## src/rtl/gnr_node_lut.sv

```systemverilog
// gnr_node_lut: Boolean-network gene node with a runtime-loaded truth table and slow/fast trajectory copies.
// Optional knockout override is enabled by defining GNR_NODE_KNOCKOUT_EN (adds ko_en/ko_val ports).
module gnr_node_lut #(
   parameter int NUM_IN   = 4,
   parameter int SLOW_DIV = 2,
   parameter int CNT_W    = 8
) (
   input  logic                   clk,
   input  logic                   rst_n,
   input  logic                   reset_nos,
   input  logic                   init_state,
   input  logic                   start_s0,
   input  logic                   start_s1,
   input  logic [NUM_IN-1:0]      reg_s0,
   input  logic [NUM_IN-1:0]      reg_s1,
   input  logic                   cfg_we,
   input  logic [2**NUM_IN-1:0]   cfg_lut,
`ifdef GNR_NODE_KNOCKOUT_EN
   input  logic                   ko_en,
   input  logic                   ko_val,
`endif
   output logic                   s0,
   output logic                   s1,
   output logic                   states_eq,
   output logic [CNT_W-1:0]       flip_cnt
);
   localparam int DEPTH = 2**NUM_IN;
   localparam int PW    = (SLOW_DIV > 1) ? $clog2(SLOW_DIV) : 1;
   localparam logic [PW-1:0] PH_LAST = PW'(SLOW_DIV-1);

   logic [DEPTH-1:0] lut_q, lut_d;
   logic             s0_q, s0_d, s1_q, s1_d;
   logic [PW-1:0]    phase_q, phase_d;
   logic [CNT_W-1:0] cnt_q, cnt_d;
   logic             nxt0, nxt1, init_v, wrap;

   // Knockout substitutes a forced value for both the LUT output and the re-init value.
`ifdef GNR_NODE_KNOCKOUT_EN
   assign nxt0   = ko_en ? ko_val : lut_q[reg_s0];
   assign nxt1   = ko_en ? ko_val : lut_q[reg_s1];
   assign init_v = ko_en ? ko_val : init_state;
`else
   assign nxt0   = lut_q[reg_s0];
   assign nxt1   = lut_q[reg_s1];
   assign init_v = init_state;
`endif

   assign wrap = phase_q == PH_LAST;

   always_comb begin
      lut_d   = cfg_we ? cfg_lut : lut_q;
      s0_d    = s0_q;
      s1_d    = s1_q;
      phase_d = phase_q;
      cnt_d   = cnt_q;
      if (reset_nos) begin
         s0_d    = init_v;
         s1_d    = init_v;
         phase_d = PH_LAST;
         cnt_d   = '0;
      end else begin
         if (start_s0) begin
            s0_d    = wrap ? nxt0 : s0_q;
            phase_d = wrap ? '0 : phase_q + 1'b1;
         end
         if (start_s1) begin
            s1_d  = nxt1;
            cnt_d = (nxt1 != s1_q && cnt_q != '1) ? cnt_q + 1'b1 : cnt_q;
         end
      end
   end

   always_ff @(posedge clk or negedge rst_n) begin
      if (!rst_n) begin
         lut_q   <= '0;
         s0_q    <= 1'b0;
         s1_q    <= 1'b0;
         phase_q <= PH_LAST;
         cnt_q   <= '0;
      end else begin
         lut_q   <= lut_d;
         s0_q    <= s0_d;
         s1_q    <= s1_d;
         phase_q <= phase_d;
         cnt_q   <= cnt_d;
      end
   end

   assign s0        = s0_q;
   assign s1        = s1_q;
   assign states_eq = s0_q == s1_q;
   assign flip_cnt  = cnt_q;
endmodule

```

## config.mk

```make
export PLATFORM = sky130hd
export DESIGN_NAME = gnr_node_lut
export DESIGN_NICKNAME = d
export VERILOG_FILES = /design/src/rtl/gnr_node_lut.sv
export SDC_FILE = /design/constraint.sdc
export NUM_CORES = 1
export LEC_CHECK = 0
export BUFFER_PORTS_ARGS = -buffer_cell sky130_fd_sc_hd__buf_2
export CORE_MARGIN = 2
export CORE_UTILIZATION = 41
export DETAILED_ROUTE_END_ITERATION = 8
export MAX_ROUTING_LAYER = met4
export PLACE_DENSITY = 0.65
export SLEW_MARGIN = 20
export SYNTH_ARGS = -nofsm -noshare
export SYNTH_HDL_FRONTEND = slang
export SYNTH_SLANG_ARGS = --single-unit
```

## constraint.sdc

```tcl
create_clock -name clk -period 2.9 [get_ports clk]
set_input_delay 0.58 -clock clk [delete_from_list [all_inputs] [get_ports clk]]
set_output_delay 0.58 -clock clk [all_outputs]
set_load 0.01 [all_outputs]
```

==> out/qor.csv <==
metric,value,unit
seq_area_frac_synth,0.460,
drive_gt1_frac,0.500,
clkTransAtPathRegs,0.14,ns
wl_per_cell,14.5,um
core_area,0.00339,sq mm
cts_max_path_buffers,2,
synth_top_area_cell,dfrtp_1,
tritoncts,built,
path_delay_family,multiplexers,
fin_cells,196,
synth_area_leaders,"dfrtp_1, mux2_2, mux4_2",
cts.sinks,27,
final_core_util,0.513,
drt_wl_total,2.84,mm
syn_to_final_growth,18.1,%
synth_ff_type,dfrtp_1,
post_cts_resized,0,
maxUsedRoutingLayer,met4,
finalClockSkew,0.00899,ns
syn_area,0.00147,sq mm
crit_chain,"buf_2, mux4_1, mux4_2, xnor2_2, nor4_1, mux2_1",
dr.pass1.iters,4,
synth_fp_nets,141,
die-area,0.00408,sq mm
slew_headroom,0.606,
final_nets,183,
ctsHoldBuffers,0,
hold_violations,0,
setup_violations,0,
io_pins,42,
tightest_slew,0.591,ns
rsz0062_at_grt,false,
vias,1056,
p_total,752,uW
grt_pass1_vias,1086,
dr_wl_met2,1.46,mm
drv_slew,0,
holdCritPathClass,in -> async,
fp.dieH,63.9,um
dpl.hpwl,2.26,mm
status,"complete, no violations",
routed_via_density,5.39,
finalCritPeriodShare,0.878,
finalSetupTns,0,ns
crit_arrival,2.76,ns
drv_cap,0,
path_buf_inv,1,
synth_edf_count,0,
finalCriticalPeriod,2.55,ns
grt.overflow.total,0,
post_cts_buffers,0,
grt_pass1_wl,4.94,mm
die_w,63.9,um
track_usage,0.159,
crit_slowest_cell,mux4_1,
drc,0,
numCtsBuffers,3,
cp_max_fo,13,
slowest_delay,0.56,ns
start_util,0.434,
ys_ff_latch,27,
dp.cells,192,
critical_path_class,in -> reg,
async_flop_share,1.00,
max_freq,393,MHz
wl_met1,1.18,mm
synth_top_area_share,0.442,
wl_met3,188,um
root_buffer,clkbuf_4,
io_buffers,41,
synth_most_common_cell,dfrtp_1,
gp_congestion,0.821,
h-tree-depth,1,
worstPathRequired,3.12,ns
yosysUniqueCellTypes,33,
syn_avg_cell_area,13.5,sq um
rows,21,
ir_worst_vdd,0.324,mV
n_antenna_cell,0,
antenna_found_initial,0,
critPathLaunchType,primary input,
drt_iter0_markers,67,
antenna_left,0,
leakage,0.769,nW
end_kind,flip-flop,
synthTopCellsByCount,"dfrtp_1, mux2_2, a21oi_1",
power.density,433,mW/mm^2
insertion_delay,0.32,ns
grt_max_degree,28,
yosysWarnings,0,
post_synth_inst_count,109,
worst paths after layout:
| check | start | to | slack [ns] | cells past startpoint |
|---|---|---|---|---|
| worst min-delay path | rst_n | flip_cnt[7]$_DFFE_PN0P_ | 0.24 | 1 |
| worst max register to register | lut_q[7]$_DFFE_PN0P_ | flip_cnt[5]$_DFFE_PN0P_ | 0.38 | 5 |
| max in group asynchronous | rst_n | lut_q[13]$_DFFE_PN0P_ | 2.27 | 1 |
| worst min register to register | phase_q$_DFFE_PN1P_ | s0$_DFFE_PN0P_ | 0.54 | 2 |
| min in group clk | cfg_lut[8] | lut_q[8]$_DFFE_PN0P_ | 0.48 | 2 |
| worst max-delay path | reg_s1[2] | flip_cnt[5]$_DFFE_PN0P_ | 0.35 | 6 |
registers in the layout, indices dropped and copies added, names as in the netlist:
name	flops
phase_q	1
lut_q	16
s1	1
flip_cnt	8
s0	1
power breakdown:
| group | switching [mW] | internal [mW] | leakage [nW] |
|---|---|---|---|
| Combinational | 0.0711 | 0.0912 | 0.423 |
| Sequential | 0.0268 | 0.407 | 0.332 |
| Clock | 0.102 | 0.0538 | 0.0150 |
cells in the final DEF, fill, tap and decap left out:
| cell type | synthesis | final |
|---|---|---|
| or3_1 | 1 | 1 |
| buf_2 | 0 | 41 |
| mux2_2 | 16 | 16 |
| nand4_1 | 1 | 1 |
| mux4_2 | 6 | 6 |
| a211oi_1 | 1 | 1 |
| clkbuf_1 | 3 | 1 |
| nor4_2 | 1 | 1 |
| clkbuf_4 | 0 | 3 |
| dfrtp_1 | 26 | 26 |
| ha_1 | 1 | 1 |
| dfstp_2 | 1 | 1 |
| nor4_1 | 1 | 1 |
| mux2_4 | 2 | 2 |
| o21ai_2 | 1 | 1 |
| a21oi_1 | 7 | 7 |
| nand3_1 | 3 | 3 |
| or4_1 | 3 | 3 |
| o31ai_1 | 3 | 3 |
| xnor2_2 | 1 | 1 |
| nand2_1 | 5 | 5 |
| a21o_1 | 1 | 1 |
| or2_2 | 1 | 1 |
| a31oi_1 | 1 | 1 |
| xnor2_1 | 1 | 1 |
| o21ai_1 | 2 | 2 |
| mux2_1 | 1 | 1 |
| mux4_1 | 4 | 4 |
| nor2_1 | 4 | 4 |
| and4_1 | 1 | 1 |
| nor3_2 | 1 | 1 |
| nor2b_1 | 5 | 5 |
| or3b_2 | 1 | 1 |
| inv_1 | 2 | 2 |
logic make-up after synthesis:
kind of cell             after synthesis  share of synthesized area
AO/OA/AOI/OAI                         16                     0.0663
XOR/XNOR                               2                     0.0170
adder cells (fa/ha/maj)                1                    0.00850
buffers and inverters                  6                     0.0204
flip-flops                            27                      0.460
multiplexers                          29                      0.314
AND/OR/NAND/NOR                       28                      0.114
layer usage:
layer,up-vias,track usage
met2,39,0.271
met3,2,0.0423
met1,509,0.191
met5,-,-
li1,506,-
met4,0,0.0326
area by class of cell:
cell class | count | area [sq um]
inverter | 2 | 7.51
tap | 46 | 57.6
timing repair buffer | 41 | 205
sequential | 27 | 677
fill | 314 | 1650
clock buffer | 4 | 26.3
multi-input combinational | 76 | 764
through the flow:
step | cell area [sq um] | worst slack, ns | hold WS [ns]
2_1_floorplan | 1470 | 0.257 | 0.284
3_3_place_gp | 1710 | 0.0766 | 0.509
3_5_place_dp | 1710 | -0.0226 | 0.519
4_1_cts | 1740 | 0.340 | 0.249
5_1_grt | 1740 | 0.259 | 0.243
6_report | 1740 | 0.354 | 0.240
(Power assumes the default switching activity.)
